**src/rtl/imem_loader_pkg.sv**
```systemverilog
// Shared types and constants for the instruction-memory boot loader.
// Optional trailer checksum is enabled by defining IMEM_LOADER_CHECKSUM_EN.
package imem_loader_pkg;

  typedef enum logic [2:0] {
    LEN_HI,
    LEN_LO,
    DATA,
    CHECK,
    DRAIN,
    DONE,
    ERROR
  } state_t;

  localparam int HDR_BYTES  = 2;
  localparam int WORD_BYTES = 4;

  // Low byte-address bits that must be zero for a word-aligned base.
  localparam logic [31:0] ADDR_ALIGN_MASK = 32'(WORD_BYTES - 1);

endpackage

```
**src/rtl/imem_loader_byte_packer.sv**
```systemverilog
// Packs accepted bytes MSB-first into 32-bit words; the word is presented
// with a one-cycle valid strobe the cycle after its fourth byte.
module imem_loader_byte_packer
  import imem_loader_pkg::*;
(
  input  logic        clk,
  input  logic        reset,
  input  logic        i_valid,
  input  logic [7:0]  i_data,
  output logic        o_fourth,
  output logic        o_word_valid,
  output logic [31:0] o_word
);

  logic [1:0]  r_cnt;
  logic [31:0] r_shift;
  logic        r_word_valid;

  always_ff @(posedge clk) begin
    if (reset) begin
      r_cnt        <= 2'd0;
      r_shift      <= 32'd0;
      r_word_valid <= 1'b0;
    end else begin
      r_word_valid <= i_valid && o_fourth;
      if (i_valid) begin
        r_shift <= {r_shift[23:0], i_data};
        r_cnt   <= r_cnt + 2'd1;
      end
    end
  end

  // The shift register still holds the finished word during the strobe cycle,
  // even if the next word's first byte arrives on that same cycle.
  assign o_fourth     = (r_cnt == 2'(WORD_BYTES - 1));
  assign o_word_valid = r_word_valid;
  assign o_word       = r_shift;

endmodule

```
**src/rtl/imem_loader.sv**
```systemverilog
// Boot-time instruction-memory writer: header length, big-endian words, CPU release.
// Define IMEM_LOADER_CHECKSUM_EN to require an XOR trailer byte after the payload.
//
// state  | meaning
// LEN_HI | waiting for word-count high byte
// LEN_LO | waiting for word-count low byte
// DATA   | packing payload bytes, writing words
// CHECK  | waiting for the checksum trailer byte
// DRAIN  | one quiet cycle so the last write lands first
// DONE   | image loaded, CPU released
// ERROR  | overflow or bad checksum, CPU held
module imem_loader
  import imem_loader_pkg::*;
#(
  parameter int          ADDR_W    = 8,
  parameter logic [31:0] BASE_ADDR = 32'h0000_0000
) (
  input  logic        clk,
  input  logic        reset,
  input  logic        rx_valid,
  input  logic [7:0]  rx_data,
  output logic        rx_ready,
  output logic        imem_we,
  output logic [31:0] imem_addr,
  output logic [31:0] imem_wdata,
  output logic        cpu_reset,
  output logic        load_done,
  output logic        load_error
);

  localparam logic [31:0] BASE_AL   = BASE_ADDR & ~ADDR_ALIGN_MASK;
  localparam logic [16:0] CAP_WORDS = (ADDR_W >= 16) ? 17'h10000 : 17'(1 << ADDR_W);

  state_t      r_state, w_state_nxt;
  logic [15:0] r_len;
  logic [15:0] r_word_idx;
  logic        r_rx_ready, w_ready_nxt;
  logic        r_ovf;
  logic        w_accept, w_pk_valid, w_fourth, w_word_valid;
  logic        w_in_range, w_last_byte, w_last_word, w_fail;
  logic [31:0] w_word;
  state_t      w_after_payload;

`ifdef IMEM_LOADER_CHECKSUM_EN
  logic [7:0]  r_csum;
  logic        r_csum_bad;
  assign w_after_payload = CHECK;
  assign w_fail          = r_ovf | r_csum_bad;
`else
  assign w_after_payload = DRAIN;
  assign w_fail          = r_ovf;
`endif

  assign w_accept     = rx_valid & r_rx_ready;
  assign w_pk_valid   = w_accept & (r_state == DATA);
  assign w_in_range   = ({1'b0, r_word_idx} < CAP_WORDS);
  assign w_last_byte  = w_pk_valid & w_fourth & (r_word_idx == r_len - 16'd1);
  assign w_last_word  = w_word_valid & (r_state == DATA) & (r_word_idx == r_len - 16'd1);

  imem_loader_byte_packer u_packer (
    .clk          (clk),
    .reset        (reset),
    .i_valid      (w_pk_valid),
    .i_data       (rx_data),
    .o_fourth     (w_fourth),
    .o_word_valid (w_word_valid),
    .o_word       (w_word)
  );

  always_comb begin
    w_state_nxt = r_state;
    case (r_state)
      LEN_HI: if (w_accept) w_state_nxt = LEN_LO;
      LEN_LO: if (w_accept) w_state_nxt = ({r_len[15:8], rx_data} == 16'd0) ? w_after_payload : DATA;
      DATA:   if (w_last_word) w_state_nxt = w_after_payload;
`ifdef IMEM_LOADER_CHECKSUM_EN
      CHECK:  if (w_accept) w_state_nxt = DRAIN;
`endif
      DRAIN:  w_state_nxt = w_fail ? ERROR : DONE;
      DONE:   w_state_nxt = DONE;
      ERROR:  w_state_nxt = ERROR;
      default: w_state_nxt = LEN_HI;
    endcase
    // Stop accepting once the final payload byte is in, until the state moves on.
    w_ready_nxt = (w_state_nxt == LEN_HI || w_state_nxt == LEN_LO ||
                   w_state_nxt == DATA   || w_state_nxt == CHECK) && !w_last_byte;
  end

  always_ff @(posedge clk) begin
    if (reset) begin
      r_state    <= LEN_HI;
      r_len      <= 16'd0;
      r_word_idx <= 16'd0;
      r_rx_ready <= 1'b0;
      r_ovf      <= 1'b0;
    end else begin
      r_state    <= w_state_nxt;
      r_rx_ready <= w_ready_nxt;
      if (w_accept && r_state == LEN_HI) r_len[15:8] <= rx_data;
      if (w_accept && r_state == LEN_LO) r_len[7:0]  <= rx_data;
      if (w_word_valid && r_state == DATA) begin
        r_word_idx <= r_word_idx + 16'd1;
        if (!w_in_range) r_ovf <= 1'b1;
      end
    end
  end

`ifdef IMEM_LOADER_CHECKSUM_EN
  always_ff @(posedge clk) begin
    if (reset) begin
      r_csum     <= 8'd0;
      r_csum_bad <= 1'b0;
    end else begin
      if (w_pk_valid) r_csum <= r_csum ^ rx_data;
      if (w_accept && r_state == CHECK) r_csum_bad <= (rx_data != r_csum);
    end
  end
`endif

  assign rx_ready   = r_rx_ready;
  assign imem_we    = w_word_valid & (r_state == DATA) & w_in_range;
  assign imem_addr  = BASE_AL + 32'({r_word_idx, 2'b00});
  assign imem_wdata = w_word;
  assign cpu_reset  = (r_state != DONE);
  assign load_done  = (r_state == DONE);
  assign load_error = (r_state == ERROR);

endmodule

```
**config.mk**
```make
export PLATFORM = sky130hd
export DESIGN_NAME = imem_loader
export DESIGN_NICKNAME = d
export VERILOG_FILES = /design/src/rtl/imem_loader_pkg.sv /design/src/rtl/imem_loader_byte_packer.sv /design/src/rtl/imem_loader.sv
export SDC_FILE = /design/constraint.sdc
export NUM_CORES = 1
export LEC_CHECK = 0
export ABC_AREA = 1
export BUFFER_PORTS_ARGS = -buffer_cell sky130_fd_sc_hd__buf_2
export CELL_PAD_IN_SITES_DETAIL_PLACEMENT = 1
export CELL_PAD_IN_SITES_GLOBAL_PLACEMENT = 2
export CORE_AREA = 10 10 108 159
export CTS_CLUSTER_DIAMETER = 50
export DETAILED_ROUTE_END_ITERATION = 6
export DIE_AREA = 0 0 118 169
export GPL_TIMING_DRIVEN = 0
export PLACE_DENSITY = 0.9
export SLEW_MARGIN = 20
export SYNTH_ARGS = -nofsm -noshare
export SYNTH_HDL_FRONTEND = slang
export SYNTH_HIERARCHICAL = 1
export SYNTH_SLANG_ARGS = --single-unit
```
**constraint.sdc**
```tcl
create_clock -name clk -period 2.3 [get_ports clk]
set_input_delay 0.46 -clock clk [delete_from_list [all_inputs] [get_ports clk]]
set_output_delay 0.46 -clock clk [all_outputs]
set_load 0.005 [all_outputs]
```
==> impl_metrics.csv <==
group,metric,value,unit
global_route,gr-usage-all-layers,14.8,%
job,cap_violations,0,
sta,min_period_over_period,93.1,%
synth,ys_seq_elements,72,
drt,drt_first_pass_iters,4,
cts,htreeDepth,3,
floorplanning,core_area,14300,um2
synth,netlist.area_leader.share,35.2,%
pwr,p_leak,2.39,nW
placed_design,detailed_place_hpwl,11800,um
status,status,"completed",
sta,tns,0,ns
worst_setup_path,startpoint_type,"register",
cts,cts_max_path_buffers,2,
synth,synth_area,4090,um2
drt,vias,4317,
floorplanning,pin_count,80,
synth,ys_async_sr_fraction,0,%
cts,path_clk_slew,0.06,ns
cts,cts_hold_buf,0,
sta,report.final.hold_viol_count,0,
floorplanning,dieArea,19900,um2
hold_path,min_path_type,"primary input to register",
placed_design,place_congestion,0.838,
floorplanning,start_util,28.6,%
placed_design,dpl_cell_area,4710,um2
synth,synth_cell_types,35,
drt,final_antenna_net_count,0,
layout,fill_cells,1942,
drt,wirelength,14400,um
worst_setup_path,arrival,2.38,ns
sta,max_slew_margin,52.5,%
global_route,grt_pass1_vias,4851,
global_route,grt_max_degree,13,
global_route,grt_pass1_wl,23700,um
sta,max_freq,467,MHz
layout,diodes,0,
global_route,overflow,0,
floorplanning,fp.dieH,169,um
worst_setup_path,criticalPathCategory,"register to register",
sta,rsz0062_at_grt,"false",
layout,mostFrequentLayoutCell,"nand2_1",
cts,numCtsBuffers,9,
sta,maxSlewViolCount,0,
pwr,p_per_area,646,nW/um2
cts,clock_latency,0.34,ns
layout,fin_util,35.1,%
sta,layout_min_cycle_time,2.14,ns
worst_setup_path,required,2.54,ns
sta,setup_viol,0,
synth,syn_inst,651,
sta,skew,0.00585,ns
worst_setup_path,end_kind,"register",
layout,stdcell_area,5020,um2
drt,viasPerCell,4.59,
synth,synth_top_area_cell,"dfxtp_1",
synth,synth-edff-count,0,
layout,syn_to_final_growth,22.8,%
placed_design,placed_cells,925,
layout,final_cells,941,
worst_setup_path,worst-path-max-fanout,5,
floorplanning,die_w,118,um
global_route,antenna_found_initial,0,
sta,whs,0.307,ns
layout,layout_common_cells,"nand2_1 (154), nor2_1 (134), inv_1 (92), dfxtp_1 (72), buf_2 (71)",
synth,syn_avg_cell_area,6.29,um2
placed_design,port_buffers,63,
synth,netlist_top_cells_area,"dfxtp_1 (35%), nand2_1 (14%), nor2_1 (12%)",
synth,synthFlopType,"dfxtp_1",
cts,cts_tree,"built",
worst_setup_path,rrSetupSlack,0.16,ns
cts,numClockSinks,72,
synth,synth-seq-area-share,35.2,%
layout,nets,754,
synth,yosys_warnings,6,
cts,cts_resized,0,
cts,clockRootBuffer,"clkbuf_16",
drt,wire_per_inst,15.4,um
cts,post_cts_buffers,0,
floorplanning,row_count,54,
drt,drtIter0Drc,131,
sta,tightest_slew,0.713,ns
drt,drc,0,
pwr,peakVddDrop,324,uV
layout,layout-drive-gt1-share,16.5,%
## final timing paths
check	end	start	cells after the start
worst max-delay path	rx_ready$_SDFF_PP0_	r_len[2]$_SDFFE_PP0P_	10
worst min-delay path	u_packer/o_word_valid$_SDFF_PP0_	reset	2
worst max register to register	rx_ready$_SDFF_PP0_	r_len[2]$_SDFFE_PP0P_	10
worst min register to register	u_packer/o_word[24]$_SDFFE_PP0P_	u_packer/o_word[24]$_SDFFE_PP0P_	2
## sequential cells by signal (all words and copies together), names as in the netlist
signal and cells:
r_ovf 1, u_packer/o_word 32, r_len 16, rx_ready 1
u_packer/r_cnt 2, r_word_idx 16, r_state 3, u_packer/o_word_valid 1
## critical path, cell delays in order, from the launching register on
cell,delay (ns)
dfxtp_1,0.35
nor2_1,0.11
nand2_1,0.17
nor2_1,0.31
nand2_1,0.10
nand2_1,0.13
nand3_1,0.08
nor3_1,0.48
nand3_1,0.16
nand4_1,0.11
nor2_1,0.04
## layout make-up
type                       count  area [um2]  share of cell area (%)
sequential                    72        1440                    28.7
inverter                      96         360                    7.17
timing repair buffer          63         315                    6.27
tap                          196         245                    4.88
clock buffer                  10         229                    4.56
multi-input combinational    465        2130                    42.5
clock inverter                 6        83.8                    1.67
buffer                        33         216                    4.31
## cell usage after synthesis, drive strengths merged (6+ instances only)
cell type	n
nor3	13
o21ai	33
nand2	158
clkbuf	6
nand4	13
inv	93
xor2	8
dfxtp	72
nand3	32
buf	27
a21oi	32
nor2	141
## where the power goes
group / internal, W / switching (W) / total (W) / leakage, nW
logic: 0.000147 / 0.000291 / 0.000438 / 1.65
clock network: 0.000946 / 0.000562 / 0.00151 / 0.156
registers: 0.00127 / 0.0000275 / 0.00130 / 0.582
## routing by layer
| metal | track usage [%] | wire [um] | up-vias |
|---|---|---|---|
| met1 | 13.8 | 5290 | 2019 |
| met3 | 3.60 | 678 | 31 |
| met4 | 9.01 | 720 | 0 |
| met5 | 0 | 0 | - |
| li1 | - | - | 2163 |
| met2 | 28.3 | 7760 | 104 |
## kinds of logic (layout without fill, tap and decap cells)
kind of cell               after synthesis  after routing  synth area share, %
buffers and inverters                  129            208                 14.1
xor gates and xnor gates                11             11                 2.35
adders and majority gates                3              3                0.917
AOI/OAI and AO/OA                       68             68                 8.44
DFF                                     72             72                 35.2
other                                    1             16               0.0916
and+or+nand+nor                        367            367                 38.9
## metrics by stage
stage	power, W	setup slack, ns
2_1_floorplan	0.00163	0.632
3_3_place_gp	0.00174	0.0878
3_5_place_dp	0.00176	0.0138
4_1_cts	0.00329	0.174
5_1_grt	0.00341	0.00647
6_report	0.00324	0.158
(Power assumes the default switching activity.)
